## config.mk

```make
export PLATFORM = sky130hd
export DESIGN_NAME = clefia_rk_gen_128
export DESIGN_NICKNAME = d
export VERILOG_FILES = /design/src/rtl/clefia_rk_gen_128.sv
export SDC_FILE = /design/constraint.sdc
export NUM_CORES = 1
export LEC_CHECK = 0
export CAP_MARGIN = 20
export CORE_ASPECT_RATIO = 1.4
export CORE_MARGIN = 8
export CORE_UTILIZATION = 45
export DETAILED_ROUTE_END_ITERATION = 10
export PLACE_DENSITY_LB_ADDON = 0.12
export SLEW_MARGIN = 20
export SYNTH_ARGS = -nofsm -noshare
export SYNTH_HDL_FRONTEND = slang
export SYNTH_SLANG_ARGS = --single-unit
```

## constraint.sdc

```tcl
create_clock -name clk -period 1.8 [get_ports clk]
set_input_delay 0.36 -clock clk [delete_from_list [all_inputs] [get_ports clk]]
set_output_delay 0.36 -clock clk [all_outputs]
set_load 0.1 [all_outputs]
```

## src/rtl/clefia_rk_gen_128.sv

```systemverilog
// CLEFIA-128 round-key sequencer: walks CON entries 0x0C..0x1D, mixes in L/K, streams 18 key pairs.
// Optional macro CLEFIA_RK_REV_EN selects decryption order (buffered FILL then reverse DRAIN).
module clefia_rk_gen_128 (
  input  logic         clk,
  input  logic         rst_n,
  input  logic         start_i,
  input  logic [127:0] key_i,
  input  logic [127:0] lkey_i,
  output logic [4:0]   rom_round_o,
  input  logic [63:0]  rom_con_i,
  output logic [63:0]  rk_o,
  output logic [4:0]   rk_idx_o,
  output logic         rk_valid_o,
  input  logic         rk_ready_i,
  output logic         busy_o,
  output logic         done_o
);

  // Handshake: a pair transfers on any rising edge where rk_valid_o and rk_ready_i are both high;
  // rk_o/rk_idx_o are held stable while rk_valid_o is high and rk_ready_i is low.

  localparam logic [1:0] S_IDLE  = 2'd0;
`ifdef CLEFIA_RK_REV_EN
  localparam logic [1:0] S_FILL  = 2'd2;
  localparam logic [1:0] S_DRAIN = 2'd3;
`else
  localparam logic [1:0] S_RUN   = 2'd1;
`endif

  localparam logic [4:0] LAST_J   = 5'd17;
  localparam logic [4:0] CON_BASE = 5'h0C;

  logic [1:0]   state_q, state_d;
  logic [4:0]   j_q, j_d;
  logic [127:0] k_q, k_d;
  logic [127:0] l_q, l_d;
  logic         done_q, done_d;

  logic [63:0]  l_half, k_half, pair_t, rk_data;
  logic [127:0] l_sigma;

  // j[0] selects the 64-bit half, j[1] is the parity of the iteration i = j>>1.
  assign l_half  = j_q[0] ? l_q[63:0] : l_q[127:64];
  assign k_half  = j_q[0] ? k_q[63:0] : k_q[127:64];
  assign pair_t  = l_half ^ rom_con_i ^ (j_q[1] ? k_half : 64'd0);
  assign l_sigma = {l_q[120:64], l_q[6:0], l_q[127:121], l_q[63:7]};

  always_comb begin
    state_d = state_q;
    j_d     = j_q;
    k_d     = k_q;
    l_d     = l_q;
    done_d  = 1'b0;
    case (state_q)
      S_IDLE: begin
        if (start_i) begin
          k_d = key_i;
          l_d = lkey_i;
          j_d = 5'd0;
`ifdef CLEFIA_RK_REV_EN
          state_d = S_FILL;
`else
          state_d = S_RUN;
`endif
        end
      end
`ifdef CLEFIA_RK_REV_EN
      S_FILL: begin
        if (j_q[0]) l_d = l_sigma;
        if (j_q == LAST_J) state_d = S_DRAIN;
        else               j_d     = j_q + 5'd1;
      end
      S_DRAIN: begin
        if (rk_ready_i) begin
          if (j_q == 5'd0) begin
            state_d = S_IDLE;
            done_d  = 1'b1;
          end else begin
            j_d = j_q - 5'd1;
          end
        end
      end
`else
      S_RUN: begin
        if (rk_ready_i) begin
          if (j_q[0]) l_d = l_sigma;
          if (j_q == LAST_J) begin
            state_d = S_IDLE;
            j_d     = 5'd0;
            done_d  = 1'b1;
          end else begin
            j_d = j_q + 5'd1;
          end
        end
      end
`endif
      default: state_d = S_IDLE;
    endcase
  end

  always_ff @(posedge clk or negedge rst_n) begin
    if (!rst_n) begin
      state_q <= S_IDLE;
      j_q     <= 5'd0;
      k_q     <= 128'd0;
      l_q     <= 128'd0;
      done_q  <= 1'b0;
    end else begin
      state_q <= state_d;
      j_q     <= j_d;
      k_q     <= k_d;
      l_q     <= l_d;
      done_q  <= done_d;
    end
  end

`ifdef CLEFIA_RK_REV_EN
  // Pair store is deliberately left out of reset; it is fully rewritten by every FILL.
  logic [63:0] rev_buf_q [0:17];

  always_ff @(posedge clk) begin
    if (state_q == S_FILL) rev_buf_q[j_q] <= pair_t;
  end

  assign rk_valid_o = (state_q == S_DRAIN);
  assign rk_data    = rev_buf_q[j_q];
`else
  assign rk_valid_o = (state_q == S_RUN);
  assign rk_data    = pair_t;
`endif

  assign rk_o        = rk_valid_o ? rk_data : 64'd0;
  assign rk_idx_o    = rk_valid_o ? j_q : 5'd0;
  assign rom_round_o = (state_q == S_IDLE) ? CON_BASE : (CON_BASE + j_q);
  assign busy_o      = (state_q != S_IDLE);
  assign done_o      = done_q;

endmodule

```

==> summary.txt, run 1 <==
Chip Width: 172 um
Outcome: finished with violations
Startpoint Class: flip-flop
Worst path buffer plus inverter count: 3
Iter 0 DRT Violations: 606
Crit path max fanout: 21
Root buf cell: clkbuf_16
Input/output buffers: 400
Grt total ovfl: 0
Final Critical Period: 2830 ps
Setup TNS: -164,290 ps
Placer congestion estimate: 0.806
Post-Synthesis Net Count: 1,501
Drt first pass iters: 4
Cells after synthesis: 1,172
Worst R2R Setup Slack: -460 ps
Initial Util: 0.453
Final Max Slew Viols: 0
Die ar.: 40,400 sq um
Finished Core Util: 0.766
Rel. slew slack: 0.764
Std-Cell Rows: 80
Design area: 26,000 sq um
Number of cells on the critical path: 6
CTS tree: yes
CP peak stage delay: 480 ps
Via-to-Cell Ratio: 5.31
Clock-pin slew on the worst setup and hold paths: 60 ps
Worst Reg2Reg Path Length in Cells: 10
Setup CP Type: reg -> out
Total Routing Usage GR: 0.241
Worst Setup EP: rk_o[3]
Top-Level Pins: 401
FF+latch count, synth: 263
Core Region: 33,900 sq um
Worst path most repeated cell: buf_12
Final period utilization: 1.57
Maxcap violations: 0
Area of the multi-input gates: 10,100 sq um
Layout Area Growth over Synthesis: 68.9%
Htree depth: 1
Die H: 235 um
Top delay family on crit path: buffers and inverters
Unrepaired setup endpoints after global routing: yes
CTS Sinks: 263
Drc violations: 0
CP Data Required Time: 1440 ps
CP max-delay cell: dfrtp_4
Worst Slack Setup Final: -1030 ps
Num CTS Buffers: 30
Final Hold Viols: 0
Sequential Area: 6590 sq um
Post-Syn Area per Cell: 13.1 sq um
ANT nets after route: 0
Crit end category: output pin
Reg2Reg Launch Point: state_q[0]
Failing checks: setup timing
Final Hold Slack: 277 ps
Worst Skew: 12.4 ps
Reg2reg end: l_q[127]
DR vias: 11,700
Max clock buf depth: 3
Dpl cell area: 22,500 sq um
Final-layout fill cell count: 2,169
First-pass GRT wire length: 75,200 um
Post-Route WL: 53,800 um
Initial antenna violation count: 18
Avg WL per Cell: 24.3 um
Synth cell types: 33
Crit path from: j_q[0]
Min-delay worst type: in -> async
Share of cells above drive strength 1: 0.562
Clk_lat worst skew: 570 ps
HPWL Detailed: 36,700 um
Mapped Area: 15,400 sq um
Least-Margin Pin Slew: 344 ps
YS warnings: 0
Critical path, cell by cell: buf_12 -> buf_16 -> mux2i_1 -> xnor2_1 -> mux2i_4 -> buf_12
WP data arrival: 2470 ps
Setup violations, final: 335
Vias in the first global route: 13,000
Net count, final: 2,048
Max Clk Rate: 354 MHz
Seq/Total Area, Yosys: 0.428
Largest net degree at the start of global routing: 53
==> Yosys cell counts <==
master / count / area (sq um)
a21oi_1: 1 / 5.00
a32oi_1: 1 / 8.76
and2b_1: 1 / 7.51
mux2i_1: 129 / 1290
ha_1: 5 / 62.6
a21o_1: 3 / 22.5
mux2_4: 1 / 15.0
nand2_1: 3 / 11.3
xnor2_1: 65 / 569
o31ai_1: 1 / 7.51
dfrtp_1: 263 / 6580
nor2b_1: 1 / 6.26
o211ai_1: 1 / 7.51
inv_1: 6 / 22.5
a21bo_2: 53 / 531
and2_1: 8 / 50.1
o21ai_0: 2 / 10.0
nand4_1: 2 / 12.5
or3_1: 1 / 6.26
buf_6: 29 / 327
and3_1: 2 / 12.5
a22oi_1: 1 / 7.51
nand3_1: 67 / 335
nor3b_1: 1 / 7.51
clkbuf_1: 34 / 128
buf_4: 6 / 45.0
a31oi_1: 1 / 6.26
a21bo_1: 11 / 110
nand3b_1: 1 / 7.51
mux2_2: 447 / 5030
a41o_1: 1 / 10.0
a21oi_2: 1 / 8.76
buf_2: 23 / 115
==> sequential cells by signal, summed over array words and instances, names as in the netlist <==
signal and cells:
done_o 1, j_q 5, k_q 128, l_q 128
state_q 1
==> cell type report <==
| class | count | share of cell area |
|---|---|---|
| repair buffers | 607 | 0.295 |
| clock inverters | 3 | 0.000819 |
| flip-flops and latches | 263 | 0.254 |
| clock buffers | 52 | 0.0375 |
| well taps | 451 | 0.0217 |
| diodes | 18 | 0.00173 |
| inverters | 6 | 0.00101 |
| multi-input cells | 811 | 0.389 |
==> per-stage QoR <==
step	std cells	setup WS, ps
detailed placement	2068	-448
finish	2211	-1030
CTS	2153	-1020
global route	2209	-1100
global placement	2068	-420
floorplan	1172	-928
==> worst min path at each step <==
stage          depth (start not counted)  endpoint   from  slack [ps]
3_3_place_gp                           1   k_q[56]  rst_n         270
2_1_floorplan                          0    done_o  rst_n          60
6_report                               2   k_q[56]  rst_n         280
3_5_place_dp                           1   k_q[56]  rst_n         270
5_1_grt                                2   k_q[56]  rst_n         300
4_1_cts                                2   k_q[56]  rst_n         270
==> cell families (layout without fill, tap and decap cells) <==
kind of cell | Yosys count | in the layout | share of synthesized area
AND/OR/NAND/NOR | 87 | 87 | 0.0297
adder cells (fa/ha/maj) | 5 | 5 | 0.00407
multiplexers | 577 | 577 | 0.412
XOR/XNOR | 65 | 65 | 0.0370
other | 0 | 18 | 0
AO/OA/AOI/OAI | 77 | 77 | 0.0478
buffers and inverters | 98 | 668 | 0.0414
flip-flops | 263 | 263 | 0.428
==> placed cells by master (no fill, tap or decap), types with 3 or more instances in the layout <==
cell type          n
buf_6             20
buf_12           122
dfrtp_1          259
mux2i_1           35
xnor2_1           36
nand3_1           62
clkdlybuf4s50_1  322
mux2_2           306
xnor2_2           27
nand3_2            4
mux2i_4           69
a21bo_4           16
clkbuf_1           9
a21o_1             3
and2_4             7
buf_8             13
clkbuf_16         50
inv_1              3
diode_2           18
a21bo_2           37
a21bo_1           11
dfrtp_4            3
mux2i_2           25
mux2_4           142
ha_1               4
buf_16            12
buf_4             97
clkbuf_8          12
==> worst register-to-register path: stages (launching register included) <==
cell	delay [ps]
dfrtp_4	510
buf_6	130
buf_8	130
buf_6	110
buf_6	110
and2_4	140
a21oi_4	180
buf_12	140
buf_12	160
clkbuf_16	180
mux2_2	330
==> timing repair <==
action                                  4_1_cts  5_1_grt
pin swaps                                    12        6
buffers inserted                             20       16
hold buffers                                  1        0
endpoints found under the hold margin        73        0
resized for setup                            93      206
endpoints found under the setup margin      203      333
gates cloned                                  9       24
==> metal layers <==
metal	track usage	up-vias	part of all wire
met5	0	-	0.00043
li1	-	5369	-
met1	0.269	5902	0.37
met3	0.0537	101	0.060
met4	0.110	4	0.038
met2	0.425	368	0.53
Power of run 1 is left out: the tool's default activity adds up to more than one toggle a clock period on the data nets, which glitch-free logic cannot reach.
==> run 2, diff against run 1 <==
Settings changed: GPL_TIMING_DRIVEN set to 0.
==> run 2 against run 1 <==
The run still ends with setup timing left; global-route usage up 1.1 points; hold slack better by 39 ps; worst setup slack got worse by 5.3 ps; first-iteration DRC count fell by 11%; critical path type unchanged.
==> summary.txt, run 2 (same netlist as run 1, synthesis figures left out) <==
Outcome: finished with violations
Failing checks: setup timing
Max Clk Rate: 353 MHz
Drc violations: 0
Setup TNS: -80,240 ps
First-pass GRT wire length: 77,500 um
Final Hold Viols: 0
Die H: 235 um
Crit path max fanout: 10
HPWL Detailed: 38,600 um
Rel. slew slack: 0.519
Final Critical Period: 2830 ps
Largest regs: k_q x128, l_q x128, j_q x5
CP peak stage delay: 390 ps
Maxcap violations: 0
GRT met2 Usage: 0.445
Core Region: 33,900 sq um
Met3 usage: 0.0577
CP max-delay cell: dfrtp_1
CTS tree: yes
Input/output buffers: 400
Setup CP Type: reg -> out
Avg WL per Cell: 24.5 um
Final period utilization: 1.57
Std-Cell Rows: 80
Least-Margin Pin Slew: 722 ps
WP data arrival: 2470 ps
Total Routing Usage GR: 0.251
Root buf cell: clkbuf_16
Via-to-Cell Ratio: 5.36
Max clock buf depth: 3
Crit end category: output pin
CTS Sinks: 263
Clk_lat worst skew: 560 ps
Dpl cell area: 21,000 sq um
Worst Slack Setup Final: -1030 ps
Post-Route WL: 52,000 um
Num CTS Buffers: 29
Placer congestion estimate: 0.822
Clock-pin slew on the worst setup and hold paths: 60 ps
Drt first pass iters: 6
Grt total ovfl: 0
Top-Level Pins: 401
Setup violations, final: 254
Final cell count without fillers: 2,122
Most frequent cells in the layout: mux2_2, clkdlybuf4s50_1, dfrtp_1
GR peak layer: met2
Worst path most repeated cell: buf_12
Final Max Slew Viols: 0
ANT nets after route: 0
Largest net degree at the start of global routing: 93
DR vias: 11,400
Net count, final: 1,961
Htree depth: 1
Die ar.: 40,400 sq um
Setup Slack @ Placement: -1780 ps
Unrepaired setup endpoints after global routing: yes
Chip Width: 172 um
Iter 0 DRT Violations: 541
Min-delay worst type: in -> async
M1 GR Usage: 0.282
Initial antenna violation count: 18
Vias in the first global route: 12,800
Design area: 24,500 sq um
Worst Skew: 22.8 ps
Layout Area Growth over Synthesis: 59.5%
Startpoint Class: flip-flop
Initial Util: 0.453
CP Data Required Time: 1440 ps
Critical path, cell by cell: buf_12 -> buf_16 -> buf_12 -> mux2i_4 -> xnor2_2 -> mux2i_4 -> buf_12
Most common cell after layout, fill and taps aside: mux2_2
Post-placement cell count: 2,026
Share of cells above drive strength 1: 0.569
==> run 2: area by class of cell <==
type                       count  area, sq um
timing repair buffer         431         5180
tap                          451          564
buffer                        90          985
multi-input combinational    811        10100
sequential                   263         6590
clock inverter                12          189
antenna                       18         45.0
fill                        2264         9400
inverter                       6         26.3
clock buffer                  40          827
==> run 2: worst paths after layout <==
path                       depth (start not counted)  slack [ps]  endpoint       start
setup / recovery                                   7       -1030  rk_o[56]      j_q[0]
hold / removal                                     2         320  k_q[124]       rst_n
setup reg to reg                                   6        -250    l_q[8]  state_q[0]
hold reg to reg                                    1         500   k_q[81]     k_q[81]
max in group asynchronous                          4         370   k_q[20]       rst_n
min in group clk                                   2         410   k_q[21]   key_i[21]
==> run 2: critical path, delay by kind of cell (launching register included) <==
family / cells / cell delay, ps
buf+inv: 4 / 740
mux: 2 / 610
flops: 1 / 390
xor+xnor: 1 / 180
==> run 2: per-layer routing <==
layer / vias up / wire [um] / share of wire
met3: 82 / 3460 / 0.067
met1: 5751 / 19000 / 0.37
li1: 5186 / - / -
met4: 6 / 1450 / 0.028
met2: 353 / 28000 / 0.54
met5: - / 41 / 0.00079
==> run 2: repair_timing <==
action | CTS | global route
endpoints found under the setup margin | 285 | 290
hold buffers | 1 | 0
cloned | 0 | 5
setup buffers | 2 | 20
gates resized for setup | 868 | 91
pin swaps | 7 | 1
endpoints found under the hold margin | 51 | 0
==> run 2: stage by stage <==
stage / utilization / hold slack, ps
floorplan: - / 64.4
global placement: 0.616 / 483
detailed placement: 0.619 / 299
CTS: 0.703 / 307
global route: 0.723 / 351
finish: 0.723 / 316
Power of run 2 is left out for the same reason.
